$ cat config.mk
export PLATFORM = sky130hd
export DESIGN_NAME = div_seq_param
export DESIGN_NICKNAME = d
export VERILOG_FILES = /design/src/rtl/div_pkg.sv /design/src/rtl/div_step.sv /design/src/rtl/div_seq_param.sv
export SDC_FILE = /design/constraint.sdc
export NUM_CORES = 1
export LEC_CHECK = 0
export CAP_MARGIN = 25
export CORE_MARGIN = 10
export CORE_UTILIZATION = 58
export DETAILED_ROUTE_END_ITERATION = 16
export PLACE_DENSITY = 0.95
export RECOVER_POWER = 100
export SKIP_CTS_REPAIR_TIMING = 1
export SLEW_MARGIN = 10
export SYNTH_ARGS = -nofsm -noshare
export SYNTH_HDL_FRONTEND = slang
export SYNTH_SLANG_ARGS = --single-unit
$ cat constraint.sdc
create_clock -name clk -period 3.6 [get_ports clk]
set_input_delay 0.36 -clock clk [delete_from_list [all_inputs] [get_ports clk]]
set_output_delay 0.36 -clock clk [all_outputs]
set_load 0.02 [all_outputs]
$ cat src/rtl/div_pkg.sv
// Shared definitions for the sequential divider: FSM state encoding and counter sizing.
package div_pkg;

  localparam logic [1:0] ST_IDLE = 2'd0;
  localparam logic [1:0] ST_CALC = 2'd1;
  localparam logic [1:0] ST_DONE = 2'd2;

  typedef enum logic [1:0] {
    IDLE = ST_IDLE,
    CALC = ST_CALC,
    DONE = ST_DONE
  } div_state_e;

  // Counter must hold the value WIDTH itself, hence WIDTH+1 codes.
  function automatic int div_cnt_w(input int width);
    return $clog2(width + 1);
  endfunction

endpackage

$ cat src/rtl/div_step.sv
// One restoring shift-subtract step: produces one quotient bit per call.
module div_step #(
  parameter int WIDTH = 8
) (
  input  logic [WIDTH:0]   p,
  input  logic [WIDTH-1:0] a,
  input  logic [WIDTH-1:0] divisor,
  output logic [WIDTH:0]   p_next,
  output logic [WIDTH-1:0] a_next
);

  logic [WIDTH:0] shifted;

  always_comb begin
    shifted = {p[WIDTH-1:0], a[WIDTH-1]};
    p_next  = shifted;
    a_next  = {a[WIDTH-2:0], 1'b0};
    if (shifted >= {1'b0, divisor}) begin
      p_next = shifted - {1'b0, divisor};
      a_next = {a[WIDTH-2:0], 1'b1};
    end
  end

endmodule

$ cat src/rtl/div_seq_param.sv
// Parametrised sequential restoring divider with start/done handshake.
// Define DIV_SIGNED_EN for two's-complement operands (truncating division).
module div_seq_param
  import div_pkg::*;
#(
  parameter int WIDTH = 8
) (
  input  logic             clk,
  input  logic             rst,
  input  logic             start,
  input  logic [WIDTH-1:0] dividend,
  input  logic [WIDTH-1:0] divisor,
  output logic             ready,
  output logic             done,
  output logic [WIDTH-1:0] q,
  output logic [WIDTH-1:0] r,
  output logic             div_by_zero
);

  localparam int CNT_W = div_cnt_w(WIDTH);

  // Handshake: start is taken only on an edge where ready=1 (IDLE); done pulses
  // for one cycle in DONE and q/r/div_by_zero hold until the next done.
  div_state_e       state, state_nxt;
  logic [CNT_W-1:0] cnt;
  logic [WIDTH:0]   p;
  logic [WIDTH-1:0] a, d;
  logic [WIDTH:0]   p_step;
  logic [WIDTH-1:0] a_step;
  logic [WIDTH-1:0] dd_mag, dv_mag, q_fin, r_fin;

  div_step #(.WIDTH(WIDTH)) u_step (
    .p      (p),
    .a      (a),
    .divisor(d),
    .p_next (p_step),
    .a_next (a_step)
  );

`ifdef DIV_SIGNED_EN
  logic neg_q, neg_r;

  assign dd_mag = dividend[WIDTH-1] ? -dividend : dividend;
  assign dv_mag = divisor[WIDTH-1] ? -divisor : divisor;
  assign q_fin  = neg_q ? -a : a;
  assign r_fin  = neg_r ? -p[WIDTH-1:0] : p[WIDTH-1:0];

  always_ff @(posedge clk or posedge rst) begin
    if (rst) begin
      neg_q <= 1'b0;
      neg_r <= 1'b0;
    end else if (state == IDLE && start) begin
      neg_q <= dividend[WIDTH-1] ^ divisor[WIDTH-1];
      neg_r <= dividend[WIDTH-1];
    end
  end
`else
  assign dd_mag = dividend;
  assign dv_mag = divisor;
  assign q_fin  = a;
  assign r_fin  = p[WIDTH-1:0];
`endif

  always_ff @(posedge clk or posedge rst) begin
    if (rst) state <= IDLE;
    else     state <= state_nxt;
  end

  always_comb begin
    state_nxt = state;
    case (state)
      IDLE:    if (start) state_nxt = (divisor == '0) ? DONE : CALC;
      CALC:    if (cnt == '0) state_nxt = DONE;
      DONE:    state_nxt = IDLE;
      default: state_nxt = IDLE;
    endcase
  end

  // CALC spends WIDTH cycles stepping, then one more cycle publishing results.
  always_ff @(posedge clk or posedge rst) begin
    if (rst) begin
      cnt         <= '0;
      p           <= '0;
      a           <= '0;
      d           <= '0;
      q           <= '0;
      r           <= '0;
      div_by_zero <= 1'b0;
    end else begin
      case (state)
        IDLE: begin
          if (start) begin
            if (divisor == '0) begin
              q           <= '1;
              r           <= dividend;
              div_by_zero <= 1'b1;
            end else begin
              a   <= dd_mag;
              d   <= dv_mag;
              p   <= '0;
              cnt <= CNT_W'(WIDTH);
            end
          end
        end
        CALC: begin
          if (cnt != '0) begin
            p   <= p_step;
            a   <= a_step;
            cnt <= cnt - CNT_W'(1);
          end else begin
            q           <= q_fin;
            r           <= r_fin;
            div_by_zero <= 1'b0;
          end
        end
        default: ;
      endcase
    end
  end

  assign ready = (state == IDLE);
  assign done  = (state == DONE);

endmodule
==> flow_summary.yaml <==
timing:
  rsz0062_at_grt: "false"
  finalClockSkew_ns: 0.00194
  min_period_ns: 2.61
  relSlewSlack_pct: 11.8
  timing_hold_violations_final: 0
  worst_slew_pin_slew_ns: 1.32
  slew_violations: 0
  tns_ns: 0
  finalSetupViolCount: 0
  period_share_pct: 72.6
  holdWs_ns: 0.526
  fmax_mhz: 382
floorplan:
  io_pins: 38
  dieArea_um2: 7270
  core_um2: 4060
  start_util_pct: 60.9
  chipWidth_um: 85.3
  die_h_um: 85.3
  rows: 23
place:
  post_dp_cell_area_um2: 2850
  place_congestion: 0.855
  dp_hpwl_um: 4160
  port-buffer-count: 37
  dpl.cell_count: 343
yosys:
  netlist.area_leader.share_pct: 47.6
  ys.flop_type: "dfrtp_1"
  ys_top_cells_by_count: "dfrtp_1, a21oi_1, nor2_1"
  syn_avg_cell_area_um2: 9.37
  ys_seq_area_share_pct: 47.6
  synth_area_leaders: "dfrtp_1, a21oi_1, ha_1"
  synth_nets: 294
  synth_area_um2: 2470
  yosysMostFrequentCell: "dfrtp_1"
  synthCells: 264
  synth_edf_count: 0
  yosys_warnings: 0
  synth_cell_type_count: 41
  async_flop_share_pct: 100
  synth_top_area_cell: "dfrtp_1"
  ys_seq_elements: 47
worst_setup_path:
  cp_max_fo: 34
  required_ns: 3.82
  endpoint_kind: "register"
  startpoint_type: "input port"
  criticalPathCategory: "input port to register"
  arrival_ns: 2.83
drt:
  routed-via-count: 1992
  first_pass_iters: 4
  drtIter0Drc: 156
  wl_per_cell_um: 15.8
  vias_per_cell: 5.69
  drc_errors: 0
  routed_wl_um: 5520
  final_antenna_net_count: 0
final_layout:
  diodes: 0
  area_growth_pct: 17.1
  instances_no_fill: 350
  design_area_um2: 2890
  final_util_pct: 71.3
  fill_cells: 315
  multi_input_comb_area_um2: 1120
  seqCellArea_um2: 1180
  nets: 330
  drive_gt1_share_pct: 4.67
clock_network:
  cts_tree: "yes"
  worst_skew_pair.late_latency_ns: 0.30
  cts_buffer_depth: 2
  cts_buffers: 5
  cts.sinks: 47
  clk_pin_slew_ns: 0.08
  htree_levels: 2
  ctsRootBufferMaster: "clkbuf_8"
global_routing:
  grt_max_degree: 35
  grt_use_total_pct: 15.6
  antenna_found_initial: 0
  grt_pass1_wl_um: 9360
  grt_pass1_vias: 1989
  grt_overflow: 0
power:
  power_density_nw_per_um2: 1050
  peakVddDrop_uv: 589
  leakage_uw: 0.00122
hold_path:
  hold_class: "register to register"
run:
  drv_cap: 0
status:
  status: "completed"
placed cells by master, fill, tap and decap left out, types with 3 or more instances in the layout:
cell type | synthesis | final
inv_1 | 16 | 15
nor2_1 | 32 | 33
dlygate4sd3_1 | 0 | 21
and2_1 | 7 | 7
a32oi_1 | 3 | 3
nand3_1 | 3 | 3
o21ai_0 | 20 | 21
a21oi_1 | 34 | 34
dfrtp_1 | 47 | 47
clkbuf_8 | 0 | 6
nor2b_1 | 5 | 5
xnor2_1 | 3 | 3
nand2b_1 | 8 | 8
nand2_1 | 30 | 30
clkdlybuf4s50_1 | 0 | 16
ha_1 | 10 | 10
xor2_1 | 4 | 4
final timing paths:
check | startpoint | to | slack, ns | depth (start not counted)
setup / recovery | divisor[1] | q[7]$_DFFE_PP0P_ | 0.99 | 6
hold / removal | a[6]$_DFFE_PP0P_ | a[6]$_DFFE_PP0P_ | 0.53 | 2
setup reg to reg | cnt[0]$_DFFE_PP0P_ | q[7]$_DFFE_PP0P_ | 1.09 | 7
hold reg to reg | a[6]$_DFFE_PP0P_ | a[6]$_DFFE_PP0P_ | 0.53 | 2
max in group asynchronous | rst | r[4]$_DFFE_PP0P_ | 1.47 | 3
min in group asynchronous | rst | div_by_zero$_DFFE_PP0P_ | 0.56 | 2
layer usage:
metal	wire, µm	share of wire, %	vias to the layer above	GRT usage, %
li1	-	-	984	-
met1	2390	43	936	18.8
met2	2650	48	64	25.8
met3	414	7.5	8	4.78
met4	74	1.3	0	5.24
met5	0	0	-	0
power breakdown:
part           internal (µW)  switching, µW  leakage [µW]
logic                    719           1020      0.000617
registers                792            184      0.000553
clock network            151            167     0.0000470
per-stage QoR:
stage,power (µW),setup slack (ns)
after CTS,3090,1.26
after global placement,2680,1.24
final,3040,0.985
after floorplan,2300,1.72
after global routing,3330,0.711
after detailed placement,2770,1.16
registers in the layout, summed over array words and instances, names as in the netlist:
signal / flops
state: 2
cnt: 4
r: 8
p: 8
a: 8
div_by_zero: 1
q: 8
d: 8
critical path: stages:
cell and delay, ns:
dlygate4sd3_1 0.56, nor4_1 0.40, nand4b_1 0.20, a21oi_2 1.01, nor2_1 0.10, a31oi_1 0.19
kinds of logic (layout without fill, tap and decap cells):
| family | count (synthesis) | after routing | share of synthesized area, % |
|---|---|---|---|
| and+or+nand+nor | 93 | 93 | 18.5 |
| DFF | 47 | 47 | 47.6 |
| buffers and inverters | 27 | 63 | 5.77 |
| adders and majority gates | 11 | 11 | 5.87 |
| AOI/OAI and AO/OA | 75 | 75 | 18.1 |
| xor gates and xnor gates | 7 | 7 | 2.48 |
| muxes | 4 | 4 | 1.72 |
layout make-up:
type | instances | area share [%]
multi-input combinational | 190 | 38.8
sequential | 47 | 40.6
tap | 50 | 2.16
inverter | 16 | 2.08
clock buffer | 6 | 2.85
clock inverter | 1 | 0.173
timing repair buffer | 40 | 13.3
Power figures use the tool's default switching activity.
